**config.mk**
```make
export PLATFORM = sky130hd
export DESIGN_NAME = shift_left_seq
export DESIGN_NICKNAME = d
export VERILOG_FILES = /design/src/rtl/shift_left_seq.sv
export SDC_FILE = /design/constraint.sdc
export NUM_CORES = 1
export LEC_CHECK = 0
export ABC_AREA = 1
export CAP_MARGIN = 20
export CORE_MARGIN = 1
export CORE_UTILIZATION = 27
export CTS_BUF_LIST = sky130_fd_sc_hd__clkbuf_4
export DETAILED_ROUTE_END_ITERATION = 8
export GPL_TIMING_DRIVEN = 0
export PLACE_DENSITY = 0.53
export SLEW_MARGIN = 10
export SYNTH_ARGS = -nofsm -noshare
export SYNTH_HDL_FRONTEND = slang
export SYNTH_SLANG_ARGS = --single-unit
```
**constraint.sdc**
```tcl
create_clock -name clk -period 1.8 [get_ports clk]
set_input_delay 0.36 -clock clk [delete_from_list [all_inputs] [get_ports clk]]
set_output_delay 0.36 -clock clk [all_outputs]
set_load 0.01 [all_outputs]
```
**src/rtl/shift_left_seq.sv**
```systemverilog
// ============================================================================
// shift_left_seq
// ----------------------------------------------------------------------------
// Iterative logical left shifter for the SLL/SLLV path of the multi-cycle
// MIPS datapath. The block shifts the operand by one bit position per clock
// and reports completion with a single-cycle done pulse. The multi-cycle
// controller holds the instruction until done is seen.
//
// Optional feature macro: SHL_OVF_EN
//   defined   : a sticky signed-overflow flag is built. The flag is set when
//               the shifted result differs from signed tg * 2^sh.
//   undefined : no overflow logic is built and ovf is tied to 0.
//
// Parameters
//   WIDTH  operand/result width (32 for the MIPS datapath)
//   SHW    shift-amount width, must equal $clog2(WIDTH)
//
// Ports
//   clk    in   1      rising-edge clock
//   rst_n  in   1      synchronous active-low reset
//   start  in   1      request, sampled only while idle
//   tg     in   WIDTH  operand, captured on the accepted start edge
//   sh     in   SHW    shift amount (0..WIDTH-1), captured with tg
//   busy   out  1      high while a shift is in progress
//   done   out  1      one-cycle completion pulse
//   res    out  WIDTH  result, held until the next completion
//   ovf    out  1      signed-overflow flag, valid with done, held with res
//
// Timing: the accepted start edge is edge 0. Edges 1..sh each shift once,
// and edge sh+1 publishes res/ovf and raises done. The done cycle is an idle
// cycle, so a new start can be accepted in it (back-to-back issue).
// ============================================================================
module shift_left_seq #(
    parameter int WIDTH = 32,
    parameter int SHW   = 5
) (
    input  logic             clk,
    input  logic             rst_n,
    input  logic             start,
    input  logic [WIDTH-1:0] tg,
    input  logic [SHW-1:0]   sh,
    output logic             busy,
    output logic             done,
    output logic [WIDTH-1:0] res,
    output logic             ovf
);

    // Two-state sequencer: waiting for a request, or shifting.
    typedef enum logic [0:0] {
        ST_IDLE  = 1'b0,
        ST_SHIFT = 1'b1
    } state_t;

    state_t           state_r;
    logic [WIDTH-1:0] acc_r;
    logic [SHW-1:0]   cnt_r;
    logic             busy_r;
    logic             done_r;
    logic [WIDTH-1:0] res_r;

    // Zero-fill constants for literals sized by parameter.
    localparam logic [WIDTH-1:0] ZERO_W = {WIDTH{1'b0}};
    localparam logic [SHW-1:0]   ZERO_S = {SHW{1'b0}};
    localparam logic [SHW-1:0]   ONE_S  = {{(SHW-1){1'b0}}, 1'b1};

    // Decoded in-flight conditions, shared by the main sequencer and the
    // optional overflow tracker so both act on exactly the same edges.
    logic accept_s;
    logic shift_s;
    logic finish_s;

    // Decode which action the current edge will take.
    always_comb begin
        accept_s = 1'b0;
        shift_s  = 1'b0;
        finish_s = 1'b0;
        case (state_r)
            ST_IDLE: begin
                if (start) begin
                    accept_s = 1'b1;
                end else begin
                    accept_s = 1'b0;
                end
            end
            ST_SHIFT: begin
                if (cnt_r != ZERO_S) begin
                    shift_s = 1'b1;
                end else begin
                    finish_s = 1'b1;
                end
            end
            default: begin
                accept_s = 1'b0;
                shift_s  = 1'b0;
                finish_s = 1'b0;
            end
        endcase
    end

    // Main sequencer: captures operands, shifts one bit per cycle and
    // publishes the result with a single-cycle done pulse.
    always_ff @(posedge clk) begin
        if (!rst_n) begin
            state_r <= ST_IDLE;
            acc_r   <= ZERO_W;
            cnt_r   <= ZERO_S;
            busy_r  <= 1'b0;
            done_r  <= 1'b0;
            res_r   <= ZERO_W;
        end else begin
            // done is a pulse: cleared on every edge that does not set it.
            done_r <= 1'b0;
            case (state_r)
                ST_IDLE: begin
                    if (accept_s) begin
                        // A zero shift amount still passes through SHIFT so
                        // that latency is uniformly sh+1.
                        acc_r   <= tg;
                        cnt_r   <= sh;
                        busy_r  <= 1'b1;
                        state_r <= ST_SHIFT;
                    end else begin
                        busy_r  <= 1'b0;
                        state_r <= ST_IDLE;
                    end
                end
                ST_SHIFT: begin
                    if (shift_s) begin
                        // Zero fill at the LSB; the MSB falls off the top.
                        acc_r   <= {acc_r[WIDTH-2:0], 1'b0};
                        cnt_r   <= cnt_r - ONE_S;
                        busy_r  <= 1'b1;
                        state_r <= ST_SHIFT;
                    end else begin
                        res_r   <= acc_r;
                        done_r  <= 1'b1;
                        busy_r  <= 1'b0;
                        state_r <= ST_IDLE;
                    end
                end
                default: begin
                    busy_r  <= 1'b0;
                    state_r <= ST_IDLE;
                end
            endcase
        end
    end

`ifdef SHL_OVF_EN
    logic ovf_acc_r;
    logic ovf_r;

    // Sticky overflow tracker: a shift changes the signed value whenever the
    // two top bits differ just before it, because the sign bit would change.
    always_ff @(posedge clk) begin
        if (!rst_n) begin
            ovf_acc_r <= 1'b0;
            ovf_r     <= 1'b0;
        end else begin
            if (accept_s) begin
                ovf_acc_r <= 1'b0;
            end else if (shift_s) begin
                if (acc_r[WIDTH-1] != acc_r[WIDTH-2]) begin
                    ovf_acc_r <= 1'b1;
                end else begin
                    ovf_acc_r <= ovf_acc_r;
                end
            end else if (finish_s) begin
                ovf_r <= ovf_acc_r;
            end else begin
                ovf_acc_r <= ovf_acc_r;
            end
        end
    end

    assign ovf = ovf_r;
`else
    // Overflow reporting not built: flag permanently clear.
    assign ovf = 1'b0;
`endif

    assign busy = busy_r;
    assign done = done_r;
    assign res  = res_r;

endmodule

```
==> metrics.md <==
| Metric | Value |
|---|---|
| Status | finished with violations |
| Failing checks | DRC |
| Area Growth Syn to Fin | 33.7% |
| Power Internal | ~2.8 mW |
| Clock power frac | 0.328 |
| Die area | ~12,000 sq um |
| Design Area, Final | 4320 sq um |
| Synth Cell Area | 3230 sq um |
| DP Area | just over 4000 sq um |
| Hold path depth | 3 |
| Synth area leaders | dfxtp_1, nand2_1, nand3_1 |
| Hold_buf cts | 0 |
| Number of global-route vias before repair | around 3,100 |
| Layout cell share with drive strength beyond 1 | 0.0825 |
| Delay of the slowest critical-path stage | approximately 560 ps |
| Fin. Hold Viols | 0 |
| DR WL met2 | 4400 um |
| Die Y | ~110 um |
| Routed wire per std cell | 13.4 um |
| Met3 wire length | around 400 um |
| Largest area contributor in the netlist | dfxtp_1 |
| Gate power share | 0.214 |
| CTS root buffer | clkbuf_4 |
| Measured slew at the worst slew-check pin | around 570 ps |
| Max IR drop VDD | about 0.37 mV |
| Worst setup SP type | register |
| PwrDens | just over 900 nW/um^2 |
| Detailed Place HPWL | around 6700 um |
| Post-synthesis sequential area ratio | 0.440 |
| DRC viols | 8 |
| Drt total wl | ~9500 um |
| GRT Overall Usage | 0.159 |
| RSZ-0062 raised after global routing | true |
| Worst min path class | input port to register |
| Final clock skew | ~13 ps |
| Via Count | 3,286 |
| Clk_lat worst skew | 410 ps |
| Critical path arrival | approximately 1400 ps |
| WS Path Type | register to primary output |
| Worst r2r dst | res[28] |
| I/O pins | 75 |
| Critical path peak fanout | 3 |
| Worst path depth | 1 |
| Global route overflow | 0 |
| CTS tree | done |
| CP cell instances | clkdlybuf4s50_1 |
| Largest net degree at the start of global routing | 13 |
| Clock Path Buffers | 2 |
| Die Wd | around 110 um |
| Worst Path Required | 1440 ps |
| Net Switching | around 1.2 mW |
| Top delay family on crit path | buffers and inverters |
| Syn_nets | 523 |
| Max layer used | met4 |
| Max Cap Violations | 0 |
| CP bufs+invs | 1 |
| R2r startpoint | cnt_r[0] |
| Commonest non-fill, non-tap cell in the layout | nand2_1 |
| Area of the core | about 12,000 sq um |
| Fin util | 0.374 |
| Sequential share of power | 0.459 |
| Sw Share | 0.299 |
| Kind of end point of the critical path | primary output |
| Top achievable clock speed | just under 0.6 GHz |
| Fin crit period | between 1500 and 2000 ps |
| Clock Sinks | 71 |
| FP Rows | 39 |
| Sequential cell area | 1420 sq um |
| Fillers | 1,266 |
| Synth unique cells | 21 |
| Multi-input gate area | between 1000 and 1500 sq um |
| Htree depth | 3 |
| Placed instance count | roughly 700 |
| Setup crit start | busy |
| Initial antenna violation count | 1 |
| # port buffers | 72 |
| Leakage | around 2.1 nW |
| Total power | a little under 4 mW |
| Antenna viol nets, final | 0 |
| Commonest non-fill, non-tap cells in the layout | nand2_1, clkdlybuf4s50_1, dfxtp_1 |
| YS warnings | 0 |
| Setup bufs post-CTS | 0 |
| M1 wire length | about 4600 um |
| TritonRoute pass-1 iters | 6 |
| Endpoints failing setup | 0 |
| Via density | around 4.6 |
| Max-slew headroom | 0.622 |
| Detailed Route Iter0 Violations | 149 |
| Synth Register Bits | 71 |
| Number of nets in the layout | between 600 and 700 |
| Yosys top cell area share | 0.440 |
| Syn Inst Count | roughly 480 |
| Layout Cells excl Fill | ~700 |
| Worst reg2reg setup slack | ~120 ps |
| Cts bufs inserted | 9 |
| Final worst path period share | 0.948 |
| # resized after CTS | 0 |
| Initial Util | 0.280 |
| Worst reg2reg path depth | 9 |
| Syn avg cell area | 6.71 sq um |
| Hold Slack | between 400 and 500 ps |
| Final Wtd Congestion | ~0.8 |
| Worst-path cell with the longest stage delay | clkdlybuf4s50_1 |
| Max-slew violations | 0 |
| First-pass GRT wire length | between 15,000 and 20,000 um |
| CTS clk-pin slew, worst paths | 120 ps |
| Setup crit end | busy |
-- metrics by stage --
step / setup TNS (ps) / setup slack (ps)
after floorplan: 0 / 355
after global placement: -5520 / -183
after detailed placement: -6670 / -233
after CTS: 0 / 60.4
after global routing: -29.5 / -9.75
final: 0 / 93.3
-- worst min-delay path: cells and delay by family --
kind | cells | cell delay [ps]
buf+inv | 2 | 370
compound gates | 1 | 60
-- worst min path at each step --
| stage | slack (ps) | from | end |
|---|---|---|---|
| 3_5_place_dp | 460 | acc_r[30] | res[30] |
| 5_1_grt | 430 | rst_n | acc_r[0] |
| 3_3_place_gp | 450 | cnt_r[4] | cnt_r[4] |
| 4_1_cts | 390 | rst_n | res[31] |
| 2_1_floorplan | 440 | cnt_r[4] | cnt_r[4] |
| 6_report | 420 | rst_n | res[31] |
-- per-layer routing --
layer / vias up / global-route usage
met4: 0 / 0.0595
met2: 83 / 0.263
li1: 1692 / -
met1: 1501 / 0.207
met3: 10 / 0.0289
met5: - / 0
-- synthesized netlist by cell type, drive strengths merged --
cell	number
o21ai	3
a21oi	67
or2	1
nand2	148
dfxtp	71
buf	32
nand3b	1
clkbuf	6
nor2	41
ha	1
nand4	1
nand3	70
inv	39
conb	1
-- power by group through the flow --
| stage | clock network (mW) | logic [mW] | registers, mW |
|---|---|---|---|
| 6_report | 1.29 | 0.843 | 1.81 |
| 5_1_grt | 1.39 | 0.947 | 1.83 |
| 4_1_cts | 1.34 | 0.845 | 1.81 |
| 3_5_place_dp | 0 | 0.842 | 1.85 |
| 3_3_place_gp | 0 | 0.827 | 1.84 |
| 2_1_floorplan | 0 | 0.536 | 1.83 |
-- area by class of cell --
cell class	count	share of cell area
sequential	71	0.329
inverter	39	0.0339
clock buffer	9	0.0156
clock inverter	7	0.0258
multi-input combinational	334	0.342
antenna	1	0.000579
timing repair buffer	72	0.167
tap	143	0.0414
buffer	38	0.0455
-- cell families after synthesis --
| group | Yosys count | share of synthesized area |
|---|---|---|
| compound gates | 70 | 0.108 |
| flops | 71 | 0.440 |
| buf+inv | 77 | 0.104 |
| fa+ha+maj | 1 | 0.00387 |
| other cells | 1 | 0.00116 |
| simple gates | 262 | 0.343 |
-- sequential cells by signal, summed over array words and instances (netlist names) --
name	flops
acc_r	32
busy	1
done	1
cnt_r	5
res	32
Power figures use the tool's default switching activity.
